[src/rtl/ball_mover_2d.sv]
// Two-axis ball position generator: tick timebase, wall bounce or goal,
// sticky paddle-collision reversal and serve/pause control.
module ball_mover_2d #(
  parameter int POS_W       = 12,
  parameter int TICK_PERIOD = 800_000,
  parameter int STEP        = 1,
  parameter int X_MIN       = 10,
  parameter int X_MAX       = 1013,
  parameter int Y_MIN       = 10,
  parameter int Y_MAX       = 757,
  parameter int X_START     = 220,
  parameter int Y_START     = 384,
  parameter int GOAL_MODE   = 0
) (
  input  logic             pclk,
  input  logic             reset,
  input  logic             serve,
  input  logic             serve_dir_x,
  input  logic             pause,
  input  logic             collision_x,
  input  logic             collision_y,
  output logic [POS_W-1:0] x_pos,
  output logic [POS_W-1:0] y_pos,
  output logic             dir_x,
  output logic             dir_y,
  output logic             moving,
  output logic             miss,
  output logic             miss_side
);

  localparam int CNT_W = $clog2(TICK_PERIOD);
  localparam logic [CNT_W-1:0] CNT_TOP = CNT_W'(TICK_PERIOD - 1);
  localparam logic [POS_W-1:0] STP  = POS_W'(STEP);
  localparam logic [POS_W-1:0] XMIN = POS_W'(X_MIN);
  localparam logic [POS_W-1:0] XMAX = POS_W'(X_MAX);
  localparam logic [POS_W-1:0] YMIN = POS_W'(Y_MIN);
  localparam logic [POS_W-1:0] YMAX = POS_W'(Y_MAX);
  localparam logic [POS_W-1:0] XST  = POS_W'(X_START);
  localparam logic [POS_W-1:0] YST  = POS_W'(Y_START);

  typedef enum logic [1:0] {WAIT, RUN, MISS} state_t;

  state_t           state, state_nx;
  logic [CNT_W-1:0] cnt, cnt_nx;
  logic [POS_W-1:0] x_nx, y_nx;
  logic             dx_nx, dy_nx;
  logic             cx_l, cy_l, cx_nx, cy_nx;
  logic             side_nx;
  logic             hit_x, goal;
  logic [POS_W:0]   sx, sy;

  // Returns {new_dir, new_pos}; wall beats collision, and a reversed
  // move is clamped so the ball can never leave [lo,hi].
  function automatic logic [POS_W:0] step_axis(
    input logic [POS_W-1:0] pos,
    input logic             dir,
    input logic             col,
    input logic [POS_W-1:0] lo,
    input logic [POS_W-1:0] hi
  );
    logic d;
    if (dir && (pos + STP >= hi)) return {1'b0, hi};
    if (!dir && (pos <= lo + STP)) return {1'b1, lo};
    d = col ? !dir : dir;
    if (d) return {d, (pos + STP >= hi) ? hi : pos + STP};
    return {d, (pos <= lo + STP) ? lo : pos - STP};
  endfunction

  assign hit_x = dir_x ? (x_pos + STP >= XMAX) : (x_pos <= XMIN + STP);
  assign goal  = (GOAL_MODE != 0) && hit_x;
  assign sx    = step_axis(x_pos, dir_x, cx_l | collision_x, XMIN, XMAX);
  assign sy    = step_axis(y_pos, dir_y, cy_l | collision_y, YMIN, YMAX);

  always_comb begin
    state_nx = state;
    cnt_nx   = cnt;
    x_nx     = x_pos;
    y_nx     = y_pos;
    dx_nx    = dir_x;
    dy_nx    = dir_y;
    cx_nx    = cx_l;
    cy_nx    = cy_l;
    side_nx  = miss_side;
    unique case (state)
      WAIT: begin
        cnt_nx = CNT_TOP;
        x_nx   = XST;
        y_nx   = YST;
        cx_nx  = 1'b0;
        cy_nx  = 1'b0;
        if (serve) begin
          state_nx = RUN;
          dx_nx    = serve_dir_x;
          dy_nx    = 1'b1;
        end
      end
      RUN: begin
        cx_nx = cx_l | collision_x;
        cy_nx = cy_l | collision_y;
        if (!pause) begin
          if (cnt == '0) begin
            cnt_nx = CNT_TOP;
            cx_nx  = 1'b0;
            cy_nx  = 1'b0;
            if (goal) begin
              state_nx = MISS;
              side_nx  = dir_x;
            end else begin
              {dx_nx, x_nx} = sx;
              {dy_nx, y_nx} = sy;
            end
          end else begin
            cnt_nx = cnt - 1'b1;
          end
        end
      end
      MISS: begin
        state_nx = WAIT;
        cnt_nx   = CNT_TOP;
        x_nx     = XST;
        y_nx     = YST;
        cx_nx    = 1'b0;
        cy_nx    = 1'b0;
      end
      default: state_nx = WAIT;
    endcase
  end

  always_ff @(posedge pclk) begin
    if (!reset) begin
      state     <= WAIT;
      cnt       <= CNT_TOP;
      x_pos     <= XST;
      y_pos     <= YST;
      dir_x     <= 1'b1;
      dir_y     <= 1'b1;
      cx_l      <= 1'b0;
      cy_l      <= 1'b0;
      miss_side <= 1'b0;
    end else begin
      state     <= state_nx;
      cnt       <= cnt_nx;
      x_pos     <= x_nx;
      y_pos     <= y_nx;
      dir_x     <= dx_nx;
      dir_y     <= dy_nx;
      cx_l      <= cx_nx;
      cy_l      <= cy_nx;
      miss_side <= side_nx;
    end
  end

  assign moving = (state == RUN);
  assign miss   = (state == MISS);

endmodule

[config.mk]
export PLATFORM = sky130hd
export DESIGN_NAME = ball_mover_2d
export DESIGN_NICKNAME = d
export VERILOG_FILES = /design/src/rtl/ball_mover_2d.sv
export SDC_FILE = /design/constraint.sdc
export NUM_CORES = 1
export LEC_CHECK = 0
export ABC_CLOCK_PERIOD_IN_PS = 3400
export CAP_MARGIN = 20
export CORE_MARGIN = 2
export CORE_UTILIZATION = 55
export CTS_BUF_LIST = sky130_fd_sc_hd__clkbuf_16
export DETAILED_ROUTE_END_ITERATION = 8
export PLACE_DENSITY = 0.88
export SKIP_CTS_REPAIR_TIMING = 1
export SYNTH_ARGS = -nofsm -noshare
export SYNTH_HDL_FRONTEND = slang
export SYNTH_SLANG_ARGS = --single-unit
[constraint.sdc]
create_clock -name pclk -period 3.4 [get_ports pclk]
set_input_delay 1.02 -clock pclk [delete_from_list [all_inputs] [get_ports pclk]]
set_output_delay 1.02 -clock pclk [all_outputs]
set_load 0.02 [all_outputs]
* Yosys cells after proc, flatten, opt, wreduce, memory -nomap -nowiden
Index checks and enable logic that the tools add are counted.
Operators by class: bitwise logic cells 3, add/sub/neg operators 5, reductions and logical operators 15, equality and inequality tests 5, muxes and demuxes 55, magnitude comparators 4
Operators by type and width (count):
- 13-bit 2-to-1 mux | 12
- 12-bit 2-to-1 mux | 8
- 12-bit one-hot mux with 2 select lines | 2
- 20-bit 2-to-1 mux | 2
- 20-bit one-hot mux with 2 select lines | 1
- 12-bit by 1-bit adder with 12-bit output, second input constant | 2
- 12-bit by 10-bit >= comparator with 1-bit output, second input constant | 2
- 12-bit by 4-bit less-or-equal comparator with 1-bit output, second input constant | 2
- 1-bit 2-to-1 mux | 24
- 12-bit by 1-bit subtractor with 12-bit output, second input constant | 2
- 20-bit logical NOT | 1
- 20-bit by 1-bit subtractor with 20-bit output, second input constant | 1
- 1-bit one-hot mux with 2 select lines | 4
- 1-bit logical AND | 4
- 2-bit != test, second input constant | 2
- 2-bit one-hot mux with 2 select lines | 1
- 2-bit AND reduction | 2
- 4-bit AND reduction | 1
- 2-bit nonzero test | 2
- 3-bit AND reduction | 1
- 2-bit by 1-bit equality test with 1-bit output, second input constant | 1
- 2-bit equality test, second input constant | 1
- 1-bit logical NOT | 2
- 2-bit logical NOT | 1
- other kinds (5) | 6
Storage, ports and cells: bits in registers 50, logic and storage cells 95, output and inout bits 29, input port bits 7

* Longest topological paths before layout
depth in word-level cells 13, gate-level depth with buffers 10, mapped depth without buffers 9

* Least setup slack after synthesis
Ideal clock, no wire load.
path type flip-flop to flip-flop, start register x_pos[1], end register x_pos[4], path slack 0.668 ns, arrival 2.610 ns, stages on the path, launching flop included 8, path buffers 0, data required time 3.278 ns, clock period less this slack 2.732 ns, setup time 0.122 ns, path through dfxtp_1 -> ha_1 -> nand3_1 -> or3_1 -> o31ai_1 -> o31ai_1 -> a21o_1 -> o32a_1
Between the ends: cells in the longest elaborated chain, start to end 10, elaborated cells on any way between the ends 19, those cells by class 2 x add/sub; 2 x order compare; 13 x mux; 2 x reduce/logical
Ends and longest elaborated chain:
- from (decl) | RTL line 22 | output logic [POS_W-1:0] x_pos,
- from (signal assigned) | RTL line 143 | x_pos <= x_nx;
- 12-bit by 1-bit adder with 12-bit output / 12-bit by 4-bit less-or-equal comparator with 1-bit output (equally long branches)
- 12-bit by 10-bit >= comparator with 1-bit output / 1-bit logical AND (equally long branches) | RTL line 62, 65, 63
- 12-bit 2-to-1 mux / 13-bit 2-to-1 mux (equally long branches) | RTL line 65, 63
- 13-bit 2-to-1 mux | RTL line 65 | if (d) return {d, (pos + STP >= hi) ? hi : pos + STP};
- 13-bit 2-to-1 mux | RTL line 66 | return {d, (pos <= lo + STP) ? lo : pos - STP};
- 13-bit 2-to-1 mux | RTL line 64 | d = col ? !dir : dir;
- 13-bit 2-to-1 mux * | RTL line 63 | if (!dir && (pos <= lo + STP)) return {1'b1, lo};
- 12-bit 2-to-1 mux * | RTL line 101 | if (cnt == '0) begin
- 12-bit 2-to-1 mux * | RTL line 100 | if (!pause) begin
- 12-bit one-hot mux with 2 select lines * | RTL line 84 | unique case (state)
Mark *: on every way between the ends. The rest lies on a longest branch, timed or not. The select of a mux whose other input is x is not followed. A chain may end at the register's enable or synchronous reset.

* Final worst setup path
start register x_pos[1], end register x_pos[7]
The elaborated chain is that of the path after synthesis.

==> summary.txt <==
post-synthesis sequential area ratio: 0.293
fmax: 0.337 GHz
antenna cell count: 0
number of distinct library cells after synthesis: 65
Die ar.: 6720 µm²
gr ovfl total: 0
area delta synth->final: 17.2%
Syn Inst Count: 456
Synth Flop Type: dfxtp_1
largest net degree at the start of global routing: 16
DRT iter0 DRCs: 525
Port Buf Inserts: 33
DR vias/cell: 6.52
CP delay by family, top: compound AO/OA/AOI/OAI gates
# rows: 28
routed wire length: 8960 µm
fraction of registers with async set/reset: 0
worst hold-check slack: 0.496 ns
min Tclk post-route: 2.97 ns
final setup vio count: 0
H-tree depth: 2
gr usage total: 0.281
chip width: 82.0 µm
Max stage delay on crit path: 0.51 ns
CP Buf/Inv Count: 0
Reg clk slew, reported paths: 0.07 ns
drt pass-1 iters: 5
Synth top area share: 0.293
worst-path cell chain: ha_1 > nand3_1 > or3_1 > o31ai_1 > o31ai_1 > a21o_1 > nor4_1 > nor3_1
Core ar.: 5890 µm²
share of layout cells above drive strength 1: 0.0784
vias in the first global route: 3193
Final Hold Vio Count: 0
drt drc: 0
Top cell by count, worst path: o31ai_1
crit start category: flip-flop
CP Data Arrival Time: 3.14 ns
synth top area cells: dfxtp_1 29%, nand2_1 6.0%, nor2_1 4.8%, nand3_1 4.8%, a21oi_1 4.2%
Worst-Margin Slew: 0.751 ns
Slew HR: 0.491
Critical Path End Type: flip-flop
Final Net Count: 497
period utilisation layout: 0.872
Placer Congestion: 0.957
via count: 3650
CTS tree: built
Root Driver: clkbuf_16
first-pass GRT wire length: 14900 µm
fin. max-slew vios: 0
Int Power: 0.000888 W
clk_lat worst skew: 0.29 ns
most frequent cells in the layout: 53 x nand2_1, 49 x dfxtp_1, 43 x nor2_1, 33 x clkdlybuf4s50_1, 32 x nand3_1
Synth area leader: dfxtp_1
max cap viols: 0
Setup Total Neg Slack: 0 ns
Mapped Avg Cell Area: 7.33 µm²
Comb pwr share: 0.090
Max Buffers Root-to-Sink: 2
Setup Skew: 0.00354 ns
Final Util: 0.666
Slowest-stage cell, CP: dfxtp_1
status: completed
io pins: 36
RSZ-0062 raised after global routing: false
Post-Synthesis Cell Area: 3340 µm²
initial antenna violation count: 0
Req. time, crit path: 3.58 ns
Routed Antenna Nets: 0
peak supply drop: 0.000220 V
clk sinks: 49
Switching Fraction: 0.252
power density cells: 303 nW/µm²
crit path max fanout: 10
DR WL/cell: 16.0 µm
commonest non-fill, non-tap cell in the layout: nand2_1
switching pwr: 0.000299 W
HP Class: reg -> reg
Final HPWL DP: 6410 µm
Reg power frac: 0.492
Leak: 1.35 nW
CP Class: reg -> reg
number of synthesized flops with an enable pin: 0
Warnings, synthesis: 0
Clk pwr share: 0.418
Starting Density: 0.568
Synth Register Bits: 49
Die H: 82.0 µm
Inserted Clock Buffers: 5
==> worst min-delay path, cell delays in order, from the launching register on <==
cell and delay [ns]:
dfxtp_1 0.32, nand2_1 0.06, nand3_1 0.06
==> Yosys cell counts (3+ instances only) <==
cell / number
nand2_1: 53
dfxtp_1: 49
nor2_1: 43
nand3_1: 32
a21oi_1: 28
clkbuf_1: 25
o21ai_0: 25
nor3_1: 16
xnor2_1: 14
inv_1: 11
xor2_1: 11
a31oi_1: 10
nor4_1: 10
o31ai_1: 9
or3_1: 9
o211ai_1: 8
and3_1: 6
ha_1: 6
o21a_1: 6
a211oi_1: 5
nand4_1: 5
a21o_1: 4
a221oi_1: 4
nand2b_1: 4
or2_2: 4
and2_1: 3
buf_2: 3
nor2b_1: 3
o22ai_1: 3
or4_1: 3
==> cell families after synthesis <==
logic type,share of synthesized area
compound gates,0.253
xor+xnor,0.0655
fa+ha+maj,0.0225
buf+inv,0.0509
flops,0.293
mux,0.00299
other cells,0.00112
simple gates,0.310
==> worst paths after layout <==
path              slack, ns                    end                  start  cells after the start
setup / recovery       0.43  x_pos[7]$_SDFFE_PN1P_  x_pos[1]$_SDFFE_PN0P_                      8
hold / removal         0.50    cnt[2]$_SDFFE_PN1P_    cnt[2]$_SDFFE_PN1P_                      2
setup reg to reg       0.43  x_pos[7]$_SDFFE_PN1P_  x_pos[1]$_SDFFE_PN0P_                      8
hold reg to reg        0.50    cnt[2]$_SDFFE_PN1P_    cnt[2]$_SDFFE_PN1P_                      2
==> stage by stage <==
step                      area (µm²)  setup slack, ns  instances  total power (W)
after floorplan                 3350            0.668        457         0.000665
after global placement          3780            0.364        552         0.000698
after detailed placement        3780            0.363        552         0.000700
after CTS                       3920            0.511        560          0.00118
after global routing            3920            0.188        560          0.00122
final                           3920            0.434        560          0.00119
==> power groups by stage <==
stage,clock network [W],logic (W),registers (W)
4_1_cts,0.000495,0.000104,0.000585
6_report,0.000496,0.000107,0.000585
3_5_place_dp,0,0.000103,0.000598
2_1_floorplan,0,0.0000697,0.000595
5_1_grt,0.000519,0.000115,0.000585
3_3_place_gp,0,0.000101,0.000597
==> sequential cells by signal (all words and copies together) (netlist names) <==
signal / flops
y_pos: 12
cy_l: 1
x_pos: 12
state: 1
cnt: 20
dir_x: 1
cx_l: 1
dir_y: 1
==> routing by layer <==
layer | track usage | wire length [µm] | vias up | share of wire
li1 | - | - | 1732 | -
met1 | 0.388 | 3880 | 1696 | 0.43
met2 | 0.443 | 4150 | 196 | 0.46
met3 | 0.0527 | 750 | 26 | 0.084
met4 | 0.0883 | 185 | 0 | 0.021
met5 | 0 | 0 | - | 0
==> area by class of cell <==
| class | instances | area [µm²] |
|---|---|---|
| multi-input combinational | 366 | 2200 |
| fill | 501 | 1970 |
| sequential | 49 | 981 |
| timing repair buffer | 51 | 465 |
| clock buffer | 5 | 125 |
| tap | 75 | 93.8 |
| inverter | 11 | 41.3 |
| clock inverter | 3 | 16.3 |
No activity file was read; power rests on OpenSTA's default activity.
